### src/rtl/smachine_selftest_pkg.sv
// Shared types and constants for the S-Machine self-test sequencer.
//   state_t     : sequencer state encoding (IDLE..DONE)
//   SYNC_STAGES : depth of the LED input synchroniser
package smachine_selftest_pkg;

    typedef enum logic [2:0] {
        ST_IDLE    = 3'd0,
        ST_QUIESCE = 3'd1,
        ST_APPLY   = 3'd2,
        ST_WAIT    = 3'd3,
        ST_NEXT    = 3'd4,
        ST_DONE    = 3'd5
    } state_t;

    localparam int SYNC_STAGES = 2;

endpackage

### src/rtl/smachine_sync2.sv
// Parametrised-width multi-flop synchroniser (SYNC_STAGES deep, 2 by default)
// with asynchronous active-low reset.
//   clk   : destination clock
//   rst_n : asynchronous active-low reset, clears every stage
//   d     : asynchronous input vector
//   q     : synchronised output, lags d by SYNC_STAGES cycles
module smachine_sync2
    import smachine_selftest_pkg::*;
#(
    parameter int WIDTH = 1
) (
    input  logic             clk,
    input  logic             rst_n,
    input  logic [WIDTH-1:0] d,
    output logic [WIDTH-1:0] q
);

    logic [WIDTH-1:0] stage_r [SYNC_STAGES];

    // Shift the input through the synchroniser chain.
    always_ff @(posedge clk or negedge rst_n) begin
        if (!rst_n) begin
            for (int i = 0; i < SYNC_STAGES; i++) begin
                stage_r[i] <= {WIDTH{1'b0}};
            end
        end else begin
            stage_r[0] <= d;
            for (int i = 1; i < SYNC_STAGES; i++) begin
                stage_r[i] <= stage_r[i-1];
            end
        end
    end

    assign q = stage_r[SYNC_STAGES-1];

endmodule

### src/rtl/smachine_selftest_seq.sv
// On-board self-test sequencer for the S-Machine CPU. After a start request it
// holds the CPU disabled and checks that the LEDs are dark, then walks an
// external step table: each step drives a switch value, enables the CPU and
// waits (bounded by TIMEOUT) for the masked LEDs to match the expected value.
//
// Ports:
//   clk, rst_n        : clock (rising edge), asynchronous active-low reset
//   start, abort      : start request (ignored while busy), synchronous abort
//   dut_enable/dut_sw : registered CPU enable and switch drive
//   dut_led           : CPU LED outputs (asynchronous, synchronised inside)
//   step_idx          : step table address; table answers in the same cycle
//   step_sw/exp/mask  : table data for the addressed step
//   busy, done, pass  : progress / completion / verdict (pass valid with done)
//   quiesce_fail      : LEDs were lit while the CPU was disabled
//   fail_step         : first failing step index
//   fail_cnt          : failed-step count (only with SELFTEST_CONTINUE_EN)
//
// Build option: define SELFTEST_CONTINUE_EN to keep running after a step
// timeout and count failures instead of stopping at the first one.
module smachine_selftest_seq
    import smachine_selftest_pkg::*;
#(
    parameter int NUM_SW      = 2,
    parameter int NUM_LED     = 2,
    parameter int NUM_STEPS   = 16,
    parameter int HOLD_CYCLES = 2,
    parameter int TIMEOUT     = 200,
    parameter int IDX_W       = (NUM_STEPS > 1) ? $clog2(NUM_STEPS) : 1
) (
    input  logic               clk,
    input  logic               rst_n,
    input  logic               start,
    input  logic               abort,
    output logic               dut_enable,
    output logic [NUM_SW-1:0]  dut_sw,
    input  logic [NUM_LED-1:0] dut_led,
    output logic [IDX_W-1:0]   step_idx,
    input  logic [NUM_SW-1:0]  step_sw,
    input  logic [NUM_LED-1:0] step_exp,
    input  logic [NUM_LED-1:0] step_mask,
    output logic               busy,
    output logic               done,
    output logic               pass,
    output logic               quiesce_fail,
    output logic [IDX_W-1:0]   fail_step
`ifdef SELFTEST_CONTINUE_EN
    ,
    output logic [IDX_W:0]     fail_cnt
`endif
);

    localparam int TMR_W  = $clog2(TIMEOUT + 1);
    localparam int HOLD_W = $clog2(HOLD_CYCLES + 1);

    localparam logic [IDX_W-1:0]  LAST_IDX  = IDX_W'(NUM_STEPS - 1);
    localparam logic [IDX_W-1:0]  IDX_ONE   = IDX_W'(1);
    localparam logic [TMR_W-1:0]  TMR_LOAD  = TMR_W'(TIMEOUT);
    localparam logic [TMR_W-1:0]  TMR_ONE   = TMR_W'(1);
    localparam logic [HOLD_W-1:0] HOLD_LOAD = HOLD_W'(HOLD_CYCLES);
    localparam logic [HOLD_W-1:0] HOLD_ONE  = HOLD_W'(1);
`ifdef SELFTEST_CONTINUE_EN
    localparam logic [IDX_W:0]    CNT_MAX   = (IDX_W+1)'(NUM_STEPS);
    localparam logic [IDX_W:0]    CNT_ONE   = (IDX_W+1)'(1);
`endif

    state_t              state_r;
    logic [HOLD_W-1:0]   hold_cnt_r;
    logic [TMR_W-1:0]    timer_r;
    logic [NUM_LED-1:0]  led_s;
    logic                match_s;
    logic                in_run_s;

    smachine_sync2 #(.WIDTH(NUM_LED)) u_led_sync (
        .clk   (clk),
        .rst_n (rst_n),
        .d     (dut_led),
        .q     (led_s)
    );

    // Only bits selected by the mask take part in the compare.
    assign match_s  = (((led_s ^ step_exp) & step_mask) == {NUM_LED{1'b0}});
    assign in_run_s = (state_r != ST_IDLE) && (state_r != ST_DONE);

    // Sequencer FSM with all outputs registered.
    always_ff @(posedge clk or negedge rst_n) begin
        if (!rst_n) begin
            state_r      <= ST_IDLE;
            hold_cnt_r   <= {HOLD_W{1'b0}};
            timer_r      <= {TMR_W{1'b0}};
            dut_enable   <= 1'b0;
            dut_sw       <= {NUM_SW{1'b0}};
            step_idx     <= {IDX_W{1'b0}};
            busy         <= 1'b0;
            done         <= 1'b0;
            pass         <= 1'b0;
            quiesce_fail <= 1'b0;
            fail_step    <= {IDX_W{1'b0}};
`ifdef SELFTEST_CONTINUE_EN
            fail_cnt     <= {(IDX_W+1){1'b0}};
`endif
        end else if (abort && in_run_s) begin
            state_r    <= ST_IDLE;
            dut_enable <= 1'b0;
            busy       <= 1'b0;
            done       <= 1'b0;
            pass       <= 1'b0;
        end else begin
            case (state_r)
                ST_IDLE, ST_DONE: begin
                    // abort has priority over a simultaneous start
                    if (start && !abort) begin
                        state_r      <= ST_QUIESCE;
                        hold_cnt_r   <= HOLD_LOAD;
                        dut_enable   <= 1'b0;
                        dut_sw       <= {NUM_SW{1'b0}};
                        step_idx     <= {IDX_W{1'b0}};
                        busy         <= 1'b1;
                        done         <= 1'b0;
                        pass         <= 1'b0;
                        quiesce_fail <= 1'b0;
                        fail_step    <= {IDX_W{1'b0}};
`ifdef SELFTEST_CONTINUE_EN
                        fail_cnt     <= {(IDX_W+1){1'b0}};
`endif
                    end
                end
                ST_QUIESCE: begin
                    if (led_s != {NUM_LED{1'b0}}) begin
                        quiesce_fail <= 1'b1;
                        pass         <= 1'b0;
                        done         <= 1'b1;
                        busy         <= 1'b0;
                        state_r      <= ST_DONE;
                    end else if (hold_cnt_r == HOLD_ONE) begin
                        state_r <= ST_APPLY;
                    end else begin
                        hold_cnt_r <= hold_cnt_r - HOLD_ONE;
                    end
                end
                ST_APPLY: begin
                    dut_sw     <= step_sw;
                    dut_enable <= 1'b1;
                    timer_r    <= TMR_LOAD;
                    state_r    <= ST_WAIT;
                end
                ST_WAIT: begin
                    // a match in the last timer cycle still counts as a match
                    if (match_s) begin
                        state_r <= ST_NEXT;
                    end else if (timer_r == TMR_ONE) begin
`ifdef SELFTEST_CONTINUE_EN
                        if (fail_cnt == {(IDX_W+1){1'b0}}) begin
                            fail_step <= step_idx;
                        end
                        if (fail_cnt != CNT_MAX) begin
                            fail_cnt <= fail_cnt + CNT_ONE;
                        end
                        state_r <= ST_NEXT;
`else
                        fail_step  <= step_idx;
                        pass       <= 1'b0;
                        done       <= 1'b1;
                        busy       <= 1'b0;
                        dut_enable <= 1'b0;
                        state_r    <= ST_DONE;
`endif
                    end else begin
                        timer_r <= timer_r - TMR_ONE;
                    end
                end
                ST_NEXT: begin
                    if (step_idx == LAST_IDX) begin
`ifdef SELFTEST_CONTINUE_EN
                        pass <= (fail_cnt == {(IDX_W+1){1'b0}}) && !quiesce_fail;
`else
                        // any failure would already have ended the run
                        pass <= !quiesce_fail;
`endif
                        done       <= 1'b1;
                        busy       <= 1'b0;
                        dut_enable <= 1'b0;
                        state_r    <= ST_DONE;
                    end else begin
                        step_idx <= step_idx + IDX_ONE;
                        state_r  <= ST_APPLY;
                    end
                end
                default: begin
                    state_r    <= ST_IDLE;
                    dut_enable <= 1'b0;
                    busy       <= 1'b0;
                end
            endcase
        end
    end

endmodule

### config.mk
export PLATFORM = sky130hd
export DESIGN_NAME = smachine_selftest_seq
export DESIGN_NICKNAME = d
export VERILOG_FILES = /design/src/rtl/smachine_selftest_pkg.sv /design/src/rtl/smachine_sync2.sv /design/src/rtl/smachine_selftest_seq.sv
export SDC_FILE = /design/constraint.sdc
export NUM_CORES = 1
export LEC_CHECK = 0
export ABC_AREA = 1
export CAP_MARGIN = 20
export CORE_MARGIN = 4
export CORE_UTILIZATION = 30
export CTS_BUF_LIST = sky130_fd_sc_hd__clkbuf_8 sky130_fd_sc_hd__clkbuf_16
export DETAILED_ROUTE_END_ITERATION = 12
export PLACE_DENSITY = 0.58
export SLEW_MARGIN = 25
export SYNTH_ARGS = -nofsm -noshare
export SYNTH_HDL_FRONTEND = slang
export SYNTH_SLANG_ARGS = --single-unit
### constraint.sdc
create_clock -name clk -period 1.9 [get_ports clk]
set_input_delay 0.38 -clock clk [delete_from_list [all_inputs] [get_ports clk]]
set_output_delay 0.38 -clock clk [all_outputs]
set_load 0.005 [all_outputs]
### Word-level counts from Yosys, hierarchy flattened

Index checks and enable logic that the tools add are counted.

| storage, ports and cells | value |
|---|---|
| logic and storage cells | 114 |
| flip-flop bits (word level) | 32 |
| input bits | 12 |
| output and inout port bits | 15 |

| operators by class | value |
|---|---|
| $add $sub $neg | 3 |
| reduce and logical (&&, ||, !) cells | 26 |
| equal/unequal tests | 26 |
| muxes and demuxes | 43 |
| bitwise gates (word level) | 3 |

Operators by type and width:

| operator | number |
|---|---|
| $mux 3 | 7 |
| $ne 2x2->1 const B | 10 |
| $ne 3x3->1 const B | 6 |
| $mux 4 | 4 |
| $mux 8 | 2 |
| $pmux 4 s2 | 2 |
| $pmux 8 s2 | 1 |
| $mux 1 | 15 |
| $pmux 3 s5 | 1 |
| $reduce_and 5->1 | 3 |
| $reduce_and 4->1 | 3 |
| $reduce_and 6->1 | 2 |
| $reduce_bool 2->1 | 6 |
| $pmux 1 s5 | 2 |
| $eq 8x1->1 const B | 1 |
| $mux 2 | 4 |
| $ne 4x4->1 const B | 2 |
| $pmux 1 s4 | 2 |
| $pmux 2 s2 | 2 |
| $sub 8x1->8 const B | 1 |
| $eq 3x2->1 const B | 2 |
| $eq 3x3->1 const B | 2 |
| $reduce_and 3->1 | 2 |
| $reduce_bool 5->1 | 1 |
| other kinds (15) | 18 |

### Longest topological paths before layout

Gate-level depths: netlist of run 1.

| depth | value |
|---|---|
| depth in word-level cells | 6 |
| depth in mapped cells | 11 |
| mapped depth without buffers | 11 |

### By module

Synthesis of run 1 repeated with hierarchy kept, for this count alone.

| unflattened totals | value |
|---|---|
| cells, all modules | 250 |
| area total of the unflattened synthesis | 1896.8 um^2 |

Modules (own cells, without submodules):

| module | sequential area each (um^2) | cells an instance | instances | area an instance (um^2) |
|---|---|---|---|---|
| smachine_selftest_seq | 700.7 | 244 | 1 | 1781.7 |
| smachine_sync2 | 100.1 | 6 | 1 | 115.1 |

### Worst setup path before layout of run 1

Ideal clock, no wire load.

| timing path | value |
|---|---|
| path kind | register -> register |
| from | reg timer_r[1] |
| to | reg done |
| clock period less this slack | 1.477 ns |
| setup time | 0.121 ns |
| buffers on the path | 0 |
| cell stages (with the launch flop) | 12 |
| data required time | 1.779 ns |
| data arrival time | 1.356 ns |
| setup slack | 0.423 ns |
| cells stage by stage | dfrtp_1 -> inv_1 -> ha_1 -> inv_1 -> nor2_1 -> nand2_1 -> nand2_1 -> nand2_1 -> nand2_1 -> nand2_1 -> o21bai_1 -> nand2_1 |

| on the way | value |
|---|---|
| longest elaborated chain between the ends | 3 |

Ends and longest elaborated chain:

| item | line | text |
|---|---|---|
| from (decl) | smachine_selftest_seq.sv:68 | `logic [TMR_W-1:0] timer_r;` |
| from (signal assigned) | smachine_selftest_seq.sv:89 | `timer_r <= {TMR_W{1'b0}};` |
| from (signal assigned) | smachine_selftest_seq.sv:168 | `timer_r <= timer_r - TMR_ONE;` |
| $eq 8x1->1 | smachine_selftest_seq.sv:150 | `end else if (timer_r == TMR_ONE) begin` |
| $ne 3x3->1 (no source line) | - |  |
| $reduce_and 6->1 (no source line) | - |  |
| to (signal assigned) | smachine_selftest_seq.sv:131 | `done <= 1'b1;` |
| to (signal assigned) | smachine_selftest_seq.sv:162 | `done <= 1'b1;` |
| to (signal assigned) | smachine_selftest_seq.sv:179 | `done <= 1'b1;` |
| to (decl) | smachine_selftest_seq.sv:42 | `output logic done,` |

Every way passes these cells.
A chain may end at the register's enable or synchronous reset.

### Worst setup path after layout of run 1

| timing path | value |
|---|---|
| from | reg timer_r[2] |
| to | reg pass |

| on the way | value |
|---|---|
| longest elaborated chain between the ends | 3 |

Ends and longest elaborated chain:

| item | line | text |
|---|---|---|
| $eq 8x1->1 | smachine_selftest_seq.sv:150 |  |
| $ne 3x3->1 (no source line) | - |  |
| $reduce_and 6->1 (no source line) | - |  |
| to (signal assigned) | smachine_selftest_seq.sv:177 | `pass <= !quiesce_fail;` |
| to (decl) | smachine_selftest_seq.sv:43 | `output logic pass,` |

Every way passes these cells.

==> flow_metrics.tcl, run 1 <==
set metrics [dict create \
    clk_path_buf_depth 2 \
    synth_simple_gate_area_share_pct 32.5 \
    hp-class "flop to flop" \
    totalNegativeSetupSlack_ns 0 \
    initial_core_util_pct 31.5 \
    ys.warnings.count 0 \
    min_period_ns 1.63 \
    grt_use_total_pct 11.8 \
    critical_path_required_ns 2.06 \
    muxShareOfSynthArea_pct 0.527 \
    ant_nets 0 \
    status "finished, final reports clean" \
    grt_pass1_wl_um 7030 \
    placed_area_um2 2330 \
    clk_latency_ns 0.28 \
    setup_viol 0 \
    worstSetupStartpointType "flop" \
    pin_count 27 \
    drt-wirelength-per-cell_um 11.6 \
    cp-endpoint "pass$_DFFE_PN0P_" \
    routed_wirelength_um 4120 \
    antenna_found_initial 0 \
    cts_setup_buffers 0 \
    rrSetupSlack_ns 0.27 \
    gp_congestion 0.844 \
    cts_buffers 5 \
    crit_type "flop to flop" \
    syn_nets 254 \
    syn_avg_cell_area_um2 7.98 \
    cts_hold_buf 0 \
    path_common_cell "nand2_1" \
    r2r_cells 10 \
    final_nets 300 \
    startpoint "timer_r[2]$_DFFE_PN0P_" \
    hold_violations 0 \
    h-tree-depth 2 \
    synth_cells 238 \
    hp-start "u_led_sync.stage_r[2]$_DFF_PN0_" \
    tightest_slew_ns 0.430 \
    drive_above_1_share_pct 17.4 \
    drt_iter0_markers 82 \
    critPathSlowestCell "dfrtp_1" \
    place_hpwl_um 3270 \
    path_max_fanout 5 \
    synth_compound_area_share_pct 10.0 \
    power_per_cell_area_nw_per_um2 1370 \
    clk_pin_slew_ns 0.06 \
    max_freq_mhz 612 \
    antennaDiodeCount 0 \
    overflow 0 \
    final_util_pct 39.8 \
    grt_max_degree 33 \
    async_flop_share_pct 100 \
    viasPerCell 4.57 \
    ir_worst_vdd_v 0.000632 \
    slew-limit-headroom_pct 71.3 \
    clockRootBuffer "clkbuf_8" \
    p_leak_nw 1.20 \
    fin_area_um2 2400 \
    grt_setup_unrepaired "false" \
    cts_tree "yes" \
    fin_crit_sh_pct 86.0 \
    std_cell_rows 28 \
    final.setup_skew_ns 0.00350 \
    placed_cells 352 \
    core-area_um2 6030 \
    nFillCells 634 \
    crit_chain "inv_1 -> nand2_1 -> nor2_1 -> nand2_1 -> nand2_1 -> nand2_1 -> nand2_1 -> nand2_1 -> o21bai_1 -> nand2_1" \
    post-route-drc-count 0 \
    final_cells 357 \
    synth-xor-area-share_pct 2.77 \
    first_pass_iters 4 \
    grt_pass1_vias 1545 \
    die-width_um 87.6 \
    syn_to_final_growth_pct 26.4 \
    r2r-end "pass$_DFFE_PN0P_" \
    synthFlopType "dfrtp_1" \
    worstPathArrival_ns 1.80 \
    io_buffers 26 \
    die_y_um 87.6 \
    synth_top_family_by_area "simple AND/OR/NAND/NOR gates" \
    critPathMaxStageDelay_ns 0.39 \
    slew_viol_final 0 \
    ys_seq_area_share_pct 42.2 \
    vias 1630 \
    rr_startpoint "timer_r[2]$_DFFE_PN0P_" \
    synth-edff-count 0 \
    synth-seq-cells 32 \
    drv_cap 0 \
    netlist_area_um2 1900 \
    synthDistinctLibCells 30 \
    power_mw 3.30 \
    post_cts_resized 0 \
    min_path_cells 0 \
    worstSetupEndpointType "flop" \
    yosys.area_share.adder_pct 2.64 \
    die-area_um2 7670 \
    cts.sinks 32 \
]
logic make-up (layout without fill, tap and decap cells):
logic type | Yosys count | count (layout)
and+or+nand+nor | 126 | 126
AOI/OAI and AO/OA | 30 | 30
buffers and inverters | 39 | 83
xor gates and xnor gates | 6 | 6
adders and majority gates | 4 | 4
DFF | 32 | 32
muxes | 1 | 1
worst max-delay path: cells and delay by family, from the launching register on:
| kind | cells | cell delay [ns] |
|---|---|---|
| AO/OA/AOI/OAI | 1 | 0.12 |
| buffers and inverters | 1 | 0.15 |
| flip-flops | 1 | 0.39 |
| AND/OR/NAND/NOR | 8 | 0.86 |
power breakdown:
group / total (mW) / leakage (nW) / internal, mW / switching (mW)
registers: 1.04 / 0.413 / 0.896 / 0.140
clock network: 0.455 / 0.0359 / 0.235 / 0.220
logic: 1.81 / 0.749 / 0.755 / 1.05
total: 3.30 / 1.20 / 1.89 / 1.41
per-layer routing:
metal  part of all wire [%]  track usage, %  vias to the layer above
met5                      0               0                        -
met4                    1.3            3.35                        0
met3                    4.2            2.92                        7
met2                     49            20.3                       27
met1                     45            14.6                      752
li1                       -               -                      844
final cells by class:
class | instances | area, µm² | share of cell area [%]
repair buffers | 42 | 380 | 15.8
flip-flops and latches | 32 | 801 | 33.4
inverters | 36 | 135 | 5.63
well taps | 75 | 93.8 | 3.91
clock buffers | 5 | 68.8 | 2.87
multi-input cells | 167 | 921 | 38.4
flip-flops by register name (all words and copies together) (netlist names), 2 cells and up:
| signal | cells |
|---|---|
| state_r | 3 |
| step_idx | 4 |
| u_led_sync.stage_r | 2 |
| dut_sw | 2 |
| timer_r | 8 |
| fail_step | 4 |
| hold_cnt_r | 2 |
| u_led_sync.q | 2 |
per-stage QoR:
step | setup WS, ns | hold WS, ns
detailed placement | -0.0281 | 0.341
global placement | -0.00251 | 0.335
finish | 0.266 | 0.351
CTS | 0.257 | 0.356
global route | 0.0111 | 0.362
floorplan | 0.423 | 0.0844
cell usage after synthesis, types with 4 or more instances:
| master | count | share of area, % |
|---|---|---|
| dfrtp_1 | 32 | 42 |
| a21oi_1 | 4 | 1.1 |
| inv_2 | 5 | 0.99 |
| inv_1 | 31 | 6.1 |
| o21ai_0 | 10 | 2.6 |
| nand3_1 | 20 | 5.3 |
| nand2_1 | 66 | 13 |
| ha_1 | 4 | 2.6 |
| nor2_1 | 18 | 3.6 |
| o21ai_2 | 8 | 3.7 |
| o21ai_1 | 4 | 1.1 |
| xor2_1 | 6 | 2.8 |
| nand2_2 | 4 | 1.3 |
placed cells by master (no fill, tap or decap), types with 4 or more instances in the layout:
cell              n
a21oi_1           4
buf_4            16
clkbuf_8          5
clkdlybuf4s50_1  26
dfrtp_1          32
ha_1              4
inv_1            31
inv_2             5
nand2_1          66
nand2_2           4
nand3_1          20
nor2_1           18
o21ai_0          10
o21ai_1           4
o21ai_2           8
xor2_1            6
how the worst min path moves through the flow:
stage                                end  slack (ns)
5_1_grt        u_led_sync.q[0]$_DFF_PN0_        0.36
6_report       u_led_sync.q[0]$_DFF_PN0_        0.35
2_1_floorplan           busy$_DFFE_PN0P_        0.08
3_3_place_gp   u_led_sync.q[1]$_DFF_PN0_        0.34
4_1_cts        u_led_sync.q[0]$_DFF_PN0_        0.36
3_5_place_dp   u_led_sync.q[0]$_DFF_PN0_        0.34
Note: power is estimated with default switching activity, not from simulation.
==> run 2, diff against run 1 <==
--- a/config.mk
+++ b/config.mk
@@ -11,6 +11,7 @@
 export CORE_UTILIZATION = 30
 export CTS_BUF_LIST = sky130_fd_sc_hd__clkbuf_8 sky130_fd_sc_hd__clkbuf_16
 export DETAILED_ROUTE_END_ITERATION = 12
+export GPL_TIMING_DRIVEN = 0
 export PLACE_DENSITY = 0.58
 export SLEW_MARGIN = 25
 export SYNTH_ARGS = -nofsm -noshare
==> flow_metrics.tcl, run 2 (synthesis gave the netlist of run 1 again) <==
set metrics [dict create \
    rr_startpoint "timer_r[1]$_DFFE_PN0P_" \
    gp_congestion 0.837 \
    final_nets 288 \
    final_common_cell "nand2_1" \
    ir_worst_vdd_v 0.000608 \
    critPathSlowestCell "clkdlybuf4s50_1" \
    slew_viol_final 0 \
    r2r_cells 11 \
    grt_pass1_wl_um 7170 \
    tightest_slew_ns 0.445 \
    worstSetupStartpointType "primary input" \
    core-area_um2 6030 \
    final.setup_skew_ns 0.0107 \
    cts_hold_buf 0 \
    post-route-drc-count 0 \
    fin_crit_sh_pct 86.9 \
    viasPerCell 4.52 \
    p_leak_nw 1.17 \
    routed_wirelength_um 4060 \
    crit_type "primary input to flop" \
    clk_latency_ns 0.28 \
    place_hpwl_um 3210 \
    startpoint "abort" \
    drt_iter0_markers 88 \
    post_cts_resized 0 \
    die_y_um 87.6 \
    critPathMaxStageDelay_ns 0.62 \
    cp-endpoint "fail_step[2]$_DFFE_PN0P_" \
    antennaDiodeCount 0 \
    setup_viol 0 \
    drt-wirelength-per-cell_um 11.7 \
    syn_to_final_growth_pct 24.9 \
    grt_setup_unrepaired "false" \
    cts.sinks 32 \
    clockRootBuffer "clkbuf_8" \
    cts_buffers 5 \
    die-area_um2 7670 \
    power_mw 3.33 \
    r2r-end "done$_DFFE_PN0P_" \
    crit_chain "clkdlybuf4s50_1 -> nor2_1 -> nand3b_1 -> nand2_2 -> inv_2 -> nand3_1 -> nand2_1 -> o21ai_1" \
    hp-class "primary input to asynchronous set/reset pin" \
    path_max_fanout 6 \
    min_period_ns 1.65 \
    ant_nets 0 \
    cp.depth 8 \
    largest_reg_flops 8 \
    cts_tree "yes" \
    grt_use_total_pct 11.9 \
    initial_core_util_pct 31.5 \
    std_cell_rows 28 \
    critical_path_required_ns 2.11 \
    max_freq_mhz 606 \
    antenna_found_initial 0 \
    h-tree-depth 2 \
    vias 1568 \
    cts_setup_buffers 0 \
    critPathTopFamily "simple AND/OR/NAND/NOR gates" \
    status "finished, final reports clean" \
    grt_pass1_vias 1553 \
    hold_violations 0 \
    layout_common_cells "66 x nand2_1, 32 x dfrtp_1, 31 x inv_1, 25 x clkdlybuf4s50_1, 20 x nand3_1" \
    crit_buf_inv 2 \
    first_pass_iters 4 \
    rrSetupSlack_ns 0.26 \
    worstPathArrival_ns 1.86 \
    overflow 0 \
    drv_cap 0 \
    grt_max_degree 18 \
    pin_count 27 \
    die-width_um 87.6 \
    clk_path_buf_depth 2 \
    pre_cts_slack_ns -0.0326 \
    drive_above_1_share_pct 14.7 \
    power_per_cell_area_nw_per_um2 1400 \
    slew-limit-headroom_pct 70.3 \
    io_buffers 26 \
    worstSetupEndpointType "flop" \
    layout_setup_ws_ns 0.249 \
    top_register "timer_r" \
    largestRegisters "timer_r: 8 flops, fail_step: 4 flops, step_idx: 4 flops" \
    clk_pin_slew_ns 0.07 \
]
[run 2: worst min-delay path by stage]
stage | slack, ns | start | end
3_3_place_gp | 0.33 | u_led_sync.stage_r[3]$_DFF_PN0_ | u_led_sync.q[1]$_DFF_PN0_
5_1_grt | 0.08 | rst_n | fail_step[2]$_DFFE_PN0P_
6_report | 0.03 | rst_n | fail_step[2]$_DFFE_PN0P_
3_5_place_dp | 0.33 | u_led_sync.stage_r[2]$_DFF_PN0_ | u_led_sync.q[0]$_DFF_PN0_
2_1_floorplan | 0.08 | rst_n | busy$_DFFE_PN0P_
4_1_cts | 0.05 | rst_n | fail_step[2]$_DFFE_PN0P_
[run 2: layer usage]
metal | track usage [%] | vias to the layer above | wire length [µm]
li1 | - | 827 | -
met1 | 14.9 | 715 | 1910
met2 | 20.2 | 24 | 1940
met3 | 2.82 | 2 | 191
met4 | 3.63 | 0 | 12
met5 | 0 | - | 0
[run 2: stage by stage]
| stage | setup TNS, ns | cells | cell area (µm²) | hold WS [ns] | utilization (%) |
|---|---|---|---|---|---|
| detailed placement | -0.319 | 340 | 2280 | 0.335 | 37.8 |
| global route | 0 | 347 | 2370 | 0.0757 | 39.4 |
| floorplan | 0 | 238 | 1900 | 0.0844 | - |
| finish | 0 | 347 | 2370 | 0.0313 | 39.4 |
| CTS | 0 | 347 | 2370 | 0.0453 | 39.4 |
| global placement | -8.48 | 339 | 2250 | 0.334 | 37.4 |
[run 2: power breakdown]
part | total (mW) | switching (mW) | internal (mW)
clock network | 0.572 | 0.249 | 0.323
logic | 1.70 | 1.02 | 0.683
registers | 1.05 | 0.159 | 0.895
total | 3.33 | 1.43 | 1.90
[run 2: cell type report]
type	count	area, µm²
fillers	633	3650
multi-input cells	167	921
flip-flops and latches	32	801
repair buffers	27	283
inverters	36	135
clock buffers	7	96.3
well taps	75	93.8
plain buffers	3	42.5
==> run 3, diff against run 2 <==
--- a/config.mk
+++ b/config.mk
@@ -9,10 +9,11 @@
 export CAP_MARGIN = 20
 export CORE_MARGIN = 4
 export CORE_UTILIZATION = 30
-export CTS_BUF_LIST = sky130_fd_sc_hd__clkbuf_8 sky130_fd_sc_hd__clkbuf_16
+export CTS_BUF_LIST = sky130_fd_sc_hd__clkbuf_16
 export DETAILED_ROUTE_END_ITERATION = 12
 export GPL_TIMING_DRIVEN = 0
-export PLACE_DENSITY = 0.58
+export PLACE_DENSITY = 0.49
+export SETUP_SLACK_MARGIN = 0.02
 export SLEW_MARGIN = 25
 export SYNTH_ARGS = -nofsm -noshare
 export SYNTH_HDL_FRONTEND = slang
==> flow_metrics.tcl, run 3 (synthesis gave the netlist of run 1 again) <==
set metrics [dict create \
    vias 1577 \
    drive_above_1_share_pct 14.7 \
    first_pass_iters 4 \
    antennaDiodeCount 0 \
    viasPerCell 4.53 \
    antenna_found_initial 0 \
    path_common_cell "nand2_1" \
    cts_buffers 5 \
    hp-class "primary input to asynchronous set/reset pin" \
    max_freq_mhz 605 \
    hold-worst-slack_ns 0.0218 \
    crit_chain "clkdlybuf4s50_1 -> inv_1 -> nand2_1 -> nand3_1 -> nand2_1 -> nor2_8 -> nor2_4 -> buf_12 -> o21ai_2" \
    cts_hold_buf 0 \
    top_register "timer_r" \
    final_nets 288 \
    crit_type "primary input to flop" \
    clk_path_buf_depth 2 \
    rr_startpoint "timer_r[2]$_DFFE_PN0P_" \
    final_util_pct 40.5 \
    p_sw_mw 1.46 \
    critPathSlowestCell "clkdlybuf4s50_1" \
    pin_count 27 \
    worstSetupStartpointType "primary input" \
    critPathMaxStageDelay_ns 0.48 \
    ir_worst_vdd_v 0.000687 \
    final.setup_skew_ns 0.00286 \
    setup_viol 0 \
    std_cell_rows 28 \
    internal-power_mw 2.19 \
    drt-wirelength-per-cell_um 12.2 \
    drv_cap 0 \
    overflow 0 \
    crit_buf_inv 3 \
    cts.sinks 32 \
    grt_max_degree 20 \
    power_frac_comb_pct 46.8 \
    slew_viol_final 0 \
    nFillCells 631 \
    h-tree-depth 2 \
    path_max_fanout 10 \
    status "finished, final reports clean" \
    clk_pin_slew_ns 0.05 \
    worstPathArrival_ns 1.81 \
    p_seq_share_pct 28.8 \
    fin_crit_sh_pct 87.0 \
    die_y_um 87.6 \
    io_buffers 26 \
    worstSetupEndpointType "flop" \
    switching_share_pct 40.0 \
    largestRegisters "timer_r: 8 flops, fail_step: 4 flops, step_idx: 4 flops" \
    clk_latency_ns 0.27 \
    layout_common_cells "66 x nand2_1, 32 x dfrtp_1, 31 x inv_1, 25 x clkdlybuf4s50_1, 20 x nand3_1" \
    cts_tree "yes" \
    grt_pass1_wl_um 7420 \
    p_clk_share_pct 24.4 \
    syn_to_final_growth_pct 28.5 \
    drt_iter0_markers 46 \
    place_hpwl_um 3330 \
    largest_reg_flops 8 \
    die-area_um2 7670 \
    multi_input_area_um2 923 \
    gp_congestion 0.775 \
    seq_area_um2 801 \
    min_period_ns 1.65 \
    startpoint "step_exp[0]" \
    initial_core_util_pct 31.5 \
    tightest_slew_ns 0.388 \
    die-width_um 87.6 \
    grt_setup_unrepaired "false" \
    grt_use_total_pct 12.6 \
    slew-limit-headroom_pct 74.1 \
    power_per_cell_area_nw_per_um2 1490 \
    critical_path_required_ns 2.06 \
    p_leak_nw 1.19 \
    critPathTopFamily "buffers and inverters" \
    ant_nets 0 \
    clockRootBuffer "clkbuf_16" \
    routed_wirelength_um 4230 \
    final_common_cell "nand2_1" \
    hold_violations 0 \
    core-area_um2 6030 \
    post-route-drc-count 0 \
    grt_pass1_vias 1587 \
]
==> run 3: cell count changes in the layout (fill, tap and decap cells not counted), sizes merged <==
cell    before  now
clkbuf       7    5
bufinv       0    1
clkinv       0    2
==> run 3: stage by stage <==
| stage | instance area, µm² | total power [mW] | TNS, ns | cells | worst slack (ns) |
|---|---|---|---|---|---|
| final | 2440 | 3.65 | 0 | 348 | 0.247 |
| after global routing | 2440 | 3.99 | 0 | 348 | 0.0711 |
| after floorplan | 1900 | 2.29 | 0 | 238 | 0.423 |
| after global placement | 2250 | 2.76 | -9.74 | 339 | -0.294 |
| after CTS | 2440 | 3.69 | 0 | 348 | 0.222 |
| after detailed placement | 2280 | 2.78 | -0.584 | 340 | -0.0661 |
==> run 3: what timing repair did <==
action                                  in CTS  in global routing
setup buffers                                0                  0
gates resized for setup                      0                  1
endpoints found under the setup margin       0                  1
==> run 3: layer usage <==
metal | track usage, % | up-vias | routed length (µm)
li1 | - | 831 | -
met4 | 4.60 | 0 | 67
met5 | 0 | - | 0
met3 | 2.92 | 8 | 170
met2 | 20.0 | 26 | 1970
met1 | 16.6 | 712 | 2020
==> run 3: final cells by class <==
type	count	share of cell area (%)
buffer	3	1.74
inverter	36	5.54
timing repair buffer	27	11.6
clock inverter	3	1.54
tap	75	3.84
clock buffer	5	5.13
multi-input combinational	167	37.8
sequential	32	32.8
==> run 3: path summary, 6_finish.rpt <==
kind | endpoint | slack (ns) | cells past startpoint
worst min-delay path | hold_cnt_r[0]$_DFFE_PN0P_ | 0.02 | 1
worst min register to register | u_led_sync.q[1]$_DFF_PN0_ | 0.35 | 0
worst max-delay path | timer_r[2]$_DFFE_PN0P_ | 0.25 | 9
min in group clk | u_led_sync.q[1]$_DFF_PN0_ | 0.35 | 0
max in group asynchronous | fail_step[2]$_DFFE_PN0P_ | 1.46 | 2
worst max register to register | done$_DFFE_PN0P_ | 0.30 | 10
==> run 3: power by group through the flow <==
stage / registers, mW / clock network, mW / logic (mW)
after global placement: 1.06 / 0 / 1.70
after floorplan: 1.04 / 0 / 1.25
after CTS: 1.05 / 0.915 / 1.72
after global routing: 1.08 / 0.945 / 1.96
final: 1.05 / 0.889 / 1.70
after detailed placement: 1.06 / 0 / 1.72
